## src/rtl/twos_decoder_if.sv

```systemverilog
// Handshake/data bundle between a requester and the two's-complement decoder.
interface twos_decoder_if #(
    parameter int WIDTH = 8
);
    logic             start;
    logic [WIDTH-1:0] A;
    logic [WIDTH-1:0] Y;
    logic             Sign;
    logic             Ovf;
    logic             busy;
    logic             done;

    // Requester side: issues start/A, observes results and status.
    modport master (output start, A, input Y, Sign, Ovf, busy, done);
    // Decoder side.
    modport slave  (input start, A, output Y, Sign, Ovf, busy, done);
endinterface

```

## src/rtl/twos_decoder.sv

```systemverilog
// Bit-serial two's-complement to sign-magnitude decoder.
// LSB-first "copy until the first one, then invert" rule; fixed WIDTH-edge
// latency regardless of operand value. All outputs are registered.
module twos_decoder #(
    parameter int WIDTH = 8
) (
    input  logic          clk,
    input  logic          rst_n,
    twos_decoder_if.slave bus
);
    localparam int CW = (WIDTH > 2) ? $clog2(WIDTH) : 1;

    typedef enum logic [1:0] {
        S_IDLE  = 2'd0,
        S_SHIFT = 2'd1,
        S_DONE  = 2'd2
    } state_t;

    state_t           r_state;
    logic [WIDTH-1:0] r_shift;
    logic [WIDTH-1:0] r_res;
    logic [CW-1:0]    r_cnt;
    logic             r_seen;
    logic             r_sign;
    logic [WIDTH-1:0] r_y;
    logic             r_sgn_o;
    logic             r_ovf;
    logic             r_busy;
    logic             r_done;

    logic             w_b;
    logic             w_obit;
    logic             w_last;

    // Current serial bit, its decoded value, and last-bit detect.
    // Inversion uses seen_one from before this bit, so the first one is copied.
    assign w_b    = r_shift[0];
    assign w_obit = w_b ^ (r_sign & r_seen);
    assign w_last = (r_cnt == CW'(WIDTH - 1));

    // Control FSM with datapath and registered outputs.
    // Ovf: on the last bit, seen_one still covers only bits WIDTH-2..0, so
    // sign set with nothing seen means the most negative value.
    always_ff @(posedge clk or negedge rst_n) begin
        if (!rst_n) begin
            r_state <= S_IDLE;
            r_shift <= '0;
            r_res   <= '0;
            r_cnt   <= '0;
            r_seen  <= 1'b0;
            r_sign  <= 1'b0;
            r_y     <= '0;
            r_sgn_o <= 1'b0;
            r_ovf   <= 1'b0;
            r_busy  <= 1'b0;
            r_done  <= 1'b0;
        end else begin
            r_done <= 1'b0;
            case (r_state)
                S_IDLE, S_DONE: begin
                    if (bus.start) begin
                        r_shift <= bus.A;
                        r_sign  <= bus.A[WIDTH-1];
                        r_cnt   <= '0;
                        r_seen  <= 1'b0;
                        r_res   <= '0;
                        r_busy  <= 1'b1;
                        r_state <= S_SHIFT;
                    end else begin
                        r_state <= S_IDLE;
                    end
                end
                S_SHIFT: begin
                    r_shift <= r_shift >> 1;
                    r_res   <= {w_obit, r_res[WIDTH-1:1]};
                    r_seen  <= r_seen | w_b;
                    r_cnt   <= r_cnt + 1'b1;
                    if (w_last) begin
                        r_y     <= {w_obit, r_res[WIDTH-1:1]};
                        r_sgn_o <= r_sign;
                        r_ovf   <= r_sign & ~r_seen;
                        r_busy  <= 1'b0;
                        r_done  <= 1'b1;
                        r_state <= S_DONE;
                    end
                end
                default: begin
                    r_busy  <= 1'b0;
                    r_state <= S_IDLE;
                end
            endcase
        end
    end

    assign bus.Y    = r_y;
    assign bus.Sign = r_sgn_o;
    assign bus.Ovf  = r_ovf;
    assign bus.busy = r_busy;
    assign bus.done = r_done;
endmodule

```

## src/flat_wrapper.sv

```systemverilog
// flat-port wrapper written by rule: the top's interface ports become plain ports
module twos_decoder_flat 
#(
    parameter int WIDTH = 8
)
  (clk, rst_n, bus_start, bus_A, bus_Y, bus_Sign, bus_Ovf, bus_busy, bus_done);
  twos_decoder_if #(.WIDTH(WIDTH)) bus_i ();
  input  logic clk;
  input  logic rst_n;
  input wire logic [$bits(bus_i.start)-1:0] bus_start;
  input wire logic [$bits(bus_i.A)-1:0] bus_A;
  output wire logic [$bits(bus_i.Y)-1:0] bus_Y;
  output wire logic [$bits(bus_i.Sign)-1:0] bus_Sign;
  output wire logic [$bits(bus_i.Ovf)-1:0] bus_Ovf;
  output wire logic [$bits(bus_i.busy)-1:0] bus_busy;
  output wire logic [$bits(bus_i.done)-1:0] bus_done;
  assign bus_i.start = bus_start;
  assign bus_i.A = bus_A;
  assign bus_Y = bus_i.Y;
  assign bus_Sign = bus_i.Sign;
  assign bus_Ovf = bus_i.Ovf;
  assign bus_busy = bus_i.busy;
  assign bus_done = bus_i.done;
  twos_decoder #(.WIDTH(WIDTH)) u_core (.clk(clk), .rst_n(rst_n), .bus(bus_i));
endmodule
```

## config.mk

```make
export PLATFORM = sky130hd
export DESIGN_NAME = twos_decoder_flat
export DESIGN_NICKNAME = d
export VERILOG_FILES = /design/src/rtl/twos_decoder_if.sv /design/src/rtl/twos_decoder.sv /design/src/flat_wrapper.sv
export SDC_FILE = /design/constraint.sdc
export NUM_CORES = 1
export LEC_CHECK = 0
export ABC_AREA = 1
export BUFFER_PORTS_ARGS = -buffer_cell sky130_fd_sc_hd__buf_4
export CORE_ASPECT_RATIO = 1.5
export CORE_MARGIN = 8
export CORE_UTILIZATION = 50
export CTS_CLUSTER_SIZE = 20
export DETAILED_ROUTE_END_ITERATION = 7
export PLACE_DENSITY = 0.76
export SLEW_MARGIN = 25
export SYNTH_ARGS = -nofsm -noshare
export SYNTH_HDL_FRONTEND = slang
export SYNTH_SLANG_ARGS = --single-unit
export TNS_END_PERCENT = 30
```

## constraint.sdc

```tcl
create_clock -name clk -period 3.62 [get_ports clk]
set_input_delay 0.181 -clock clk [delete_from_list [all_inputs] [get_ports clk]]
set_output_delay 0.181 -clock clk [all_outputs]
set_load 0.01 [all_outputs]
```

Yosys cells after proc, flatten, opt, wreduce, memory -nomap -nowiden
Index checks and enable logic that the tools add are counted.
{ "totals": {"reg_bits": 35, "latch_bits": 0, "ram_bits": 0, "romBits": 0, "in_bits": 11, "out_inout_bits": 12, "wordCells": 45, "mem_count": 0} }
{ "op_classes": {"n_addsub": 1, "mul": 0, "div_mod_pow": 0, "magnitude_cmp": 0, "eq_ne": 5, "shifts": 0, "n_mux": 16, "bitwise": 5, "n_reduce_logical": 7} }
{ "op_table": {"columns": ["op", "n"], "rows": [
  ["8-bit case mux with 2 select lines", 2],
  ["8-bit 2-to-1 mux", 2],
  ["2-bit AND reduction", 4],
  ["1-bit 2-to-1 mux", 6],
  ["3-bit case mux with 2 select lines", 1],
  ["1-bit case mux with 2 select lines", 2],
  ["2-bit case mux with 2 select lines", 1],
  ["3-bit by 1-bit adder with 3-bit output, second input constant", 1],
  ["3-bit == test, second input constant", 1],
  ["3-bit 2-to-1 mux", 1],
  ["1-bit bitwise AND", 2],
  ["2-bit by 1-bit == test with 1-bit output, second input constant", 1],
  ["2-bit == test, second input constant", 1],
  ["2-bit logical NOT", 1],
  ["2-bit 2-to-1 mux", 1],
  ["2-bit by 1-bit != test with 1-bit output, second input constant", 1],
  ["2-bit != test, second input constant", 1],
  ["2-bit nonzero test", 1],
  ["2-bit OR reduction", 1],
  ["1-bit NOT", 1],
  ["1-bit bitwise OR", 1],
  ["1-bit bitwise XOR", 1]
]} }

Longest topological paths before layout
{ "depth": {"depth_word": 4, "mapped_depth": 7, "ltp_nobuf": 6} }

Worst setup path before layout
OpenSTA, ideal clock, no wires.
{ "synth_path": {"path_kind": "reg2reg", "startpoint": "register u_core.r_cnt[0]", "endpoint": "register u_core.r_y[6] (netlist: u_core.bus.Y[6])", "t_arrival_ps": 1167, "required_time_ps": 3555, "setup_slack_ps": 2388, "stages_incl_launch_ff": 7, "n_path_buf": 1, "cell_sequence": "dfrtp_1 ha_1 ha_1 nand2_4 buf_6 nand2_1 nand2_1"} }
{ "synth_via": {"elab_chain_cells": 2} }
{ "synth_lines": {"columns": ["element", "line", "rtl"], "rows": [
  ["start: declaration", "twos_decoder.sv:22", "logic [CW-1:0] r_cnt;"],
  ["start signal: assignment", "twos_decoder.sv:77", "r_cnt <= r_cnt + 1'b1;"],
  ["3-bit == test", "twos_decoder.sv:39", "assign w_last = (r_cnt == CW'(WIDTH - 1));"],
  ["2-bit AND reduction (no source line)", null, null],
  ["end signal: assignment", "twos_decoder.sv:79", "r_y <= {w_obit, r_res[WIDTH-1:1]};"],
  ["end: declaration", "twos_decoder.sv:25", "logic [WIDTH-1:0] r_y;"]
]} }
No other way between the ends.
A chain may end at the register's enable or synchronous reset.

Worst setup path in the final report
{ "layout_path": {"startpoint": "register u_core.r_state[0]", "endpoint": "register u_core.r_y[1] (netlist: u_core.bus.Y[1])"} }
{ "layout_via": {"elab_chain_cells": 2} }
{ "layout_lines": {"columns": ["element", "line", "rtl"], "rows": [
  ["start: declaration", "twos_decoder.sv:19", "state_t r_state;"],
  ["start signal: assignment", "twos_decoder.sv:46", "r_state <= S_IDLE;"],
  ["start signal: assignment", "twos_decoder.sv:68", "r_state <= S_SHIFT;"],
  ["start signal: assignment", "twos_decoder.sv:70", "r_state <= S_IDLE;"],
  ["2-bit by 1-bit == test with 1-bit output", "twos_decoder.sv:59", "case (r_state)"],
  ["2-bit AND reduction (no source line)", null, null]
]} }
No other way between the ends.

==> impl_metrics.toml <==
[status]
status = "finished, final reports clean"

[grt]
grt_pass1_wl_um = 4870
gr-total-overflow = 0
antenna_found_initial = 0
grt_max_degree = 35
grt_usage_pct = 12.5
first_global_vias = 1133

[logic_synthesis]
ys_seq_elements = 34
synthArstFlopShare_pct = 100
synthCells = 170
ys_seq_area_share_pct = 55.9
postSynthAreaPerCell_um2 = 8.95
ys_warn_count = 0
ys.flop_type = "dfrtp_1"
yosysUniqueCellTypes = 16
syn_nets = 183
synth_edf_count = 0
syn-cell-area_um2 = 1520

[critical_path]
crit_path_max_fanout = 17
r2r-end = "u_core.bus.Y[1]$_DFFE_PN0P_"
startpoint = "u_core.r_state[0]$_DFFE_PN0P_"
cp-start-kind = "flip-flop"
crit_path_end_kind = "flip-flop"
r2r-start = "u_core.r_state[0]$_DFFE_PN0P_"
ff2ff_path_depth = 5
ff2ff_setup_slack_ns = 2.21
cp.arrival_ns = 1.59
crit_type = "flip-flop to flip-flop"
cp.required_ns = 3.79

[clocking]
hold_buffers = 1
cts_setup_buffers = 0
cts_tree = "built"
numCtsBuffers = 5
clk_pin_slew_worst_paths_ns = 0.06
htree_levels = 2
cts.sinks = 34
cts_resized = 0
root_buffer = "clkbuf_8"
clock_path_buffers = 2
clk_latency_ns = 0.29

[power]
p_per_area_nw_per_um2 = 882
vdd_ir_drop_max_uv = 428
p_leak_nw = 0.973

[route]
postRouteAntennaNets = 0
drt-pass1-iter-count = 4
wl_per_cell_um = 11.7
drcViolationCount = 0
vias_per_cell = 4.78
via_count = 1124
wl_um = 2750
drtIter0Drc = 24

[place]
port_buffers = 22
gp_congestion = 0.766
dp.cells = 227
place_hpwl_um = 2040

[timing]
holdWs_ns = 0.121
worst_slew_pin_slew_ns = 0.416
fin_skew_ns = 0.00329
finalSetupViolCount = 0
layout_min_cycle_time_ns = 1.41
hold_viol = 0
grt_setup_unrepaired = "no"
slew_violations = 0
fin_setup_tns_ns = 0
period_share_pct = 39.0
relSlewSlack_pct = 72.3
fmax_ghz = 0.708

[worst_hold_path]
holdPathStages = 3
hold_end = "u_core.r_shift[7]$_DFFE_PN0P_"
min_path_type = "input port to flip-flop"
hold_start = "bus_A[7]"

[final_layout]
final_cell_mix = "nand2_1, dfrtp_1, inv_1"
drive_gt1_share_pct = 24.0
area_growth_pct = 17.0
fillers = 260
fin_util_pct = 61.1
finalNonFillerCells = 235
nets = 209
final_common_cell = "nand2_1"
n_antenna_cell = 0

[die]
die_width_um = 61.0
initial_utilization_pct = 52.2
core_area_um2 = 2910
rows = 24
dieHeight_um = 83.6
dieArea_um2 = 5100
io_pins = 23

[job]
maxCapViolCount = 0
-- through the flow --
step	worst slack, ns	cell area (um^2)	power [W]
2_1_floorplan	2.39	1520	0.00115
3_3_place_gp	2.28	1690	0.00130
3_5_place_dp	2.21	1690	0.00133
4_1_cts	2.19	1780	0.00159
5_1_grt	2.07	1780	0.00171
6_report	2.21	1780	0.00157
-- layout make-up --
cell class | instances | area, um^2 | area share [%]
Tap cell | 39 | 48.8 | 2.74
Timing Repair Buffer | 23 | 175 | 9.84
Multi-Input combinational cell | 105 | 528 | 29.7
Inverter | 27 | 101 | 5.69
Clock buffer | 7 | 76.3 | 4.29
Sequential cell | 34 | 851 | 47.8
-- registers in the layout, summed over array words and instances, names as in the netlist, 2 cells and up --
| signal | cells |
|---|---|
| u_core.bus.Y | 8 |
| u_core.r_shift | 8 |
| u_core.r_res | 7 |
| u_core.r_cnt | 3 |
| u_core.r_state | 2 |
-- power breakdown --
part | internal (W) | switching (W) | leakage, nW
combinational | 0.000258 | 0.000393 | 0.512
clock | 0.000132 | 0.000124 | 0.0383
sequential | 0.000553 | 0.000109 | 0.423
-- worst max-delay path: stages (launching register included) --
cell     delay (ns)
dfrtp_1        0.51
inv_2          0.10
nor2_4         0.29
nand2_4        0.21
nand2_1        0.12
o21ai_2        0.05
-- Yosys cell counts, types with 2 or more instances --
| master | n | area [um^2] |
|---|---|---|
| nand2_1 | 61 | 229 |
| dfrtp_1 | 34 | 851 |
| inv_1 | 25 | 93.8 |
| o21ai_2 | 12 | 105 |
| nor2_1 | 10 | 37.5 |
| nand3_1 | 9 | 45.0 |
| o21ai_0 | 4 | 20.0 |
| buf_6 | 3 | 33.8 |
| nand2_4 | 3 | 33.8 |
| ha_1 | 2 | 25.0 |
| inv_2 | 2 | 7.51 |
-- cells by family after synthesis --
kind of cell / count (synthesis) / share of synthesized area [%]
flip-flops: 34 / 55.9
AO/OA/AOI/OAI: 18 / 9.21
buffers and inverters: 31 / 9.38
adder cells (fa/ha/maj): 2 / 1.64
AND/OR/NAND/NOR: 85 / 23.8
-- worst max path at each step --
stage / endpoint / slack [ns] / cells after the start
global route: u_core.bus.Y[1]$_DFFE_PN0P_ / 2.07 / 5
floorplan: u_core.bus.Y[6]$_DFFE_PN0P_ / 2.39 / 6
CTS: u_core.bus.Y[4]$_DFFE_PN0P_ / 2.19 / 5
finish: u_core.bus.Y[1]$_DFFE_PN0P_ / 2.21 / 5
global placement: u_core.bus.Y[1]$_DFFE_PN0P_ / 2.28 / 5
detailed placement: u_core.bus.Y[4]$_DFFE_PN0P_ / 2.21 / 5
-- per-layer routing --
| layer | GRT usage [%] | up-vias | wire (um) | share of wire (%) |
|---|---|---|---|---|
| met5 | 0 | - | 0 | 0 |
| met4 | 6.40 | 0 | 57 | 2.1 |
| met3 | 4.94 | 7 | 150 | 5.5 |
| met2 | 18.9 | 22 | 1380 | 50 |
| met1 | 14.4 | 530 | 1160 | 42 |
| li1 | - | 565 | - | - |
Note: power is estimated with default switching activity, not from simulation.
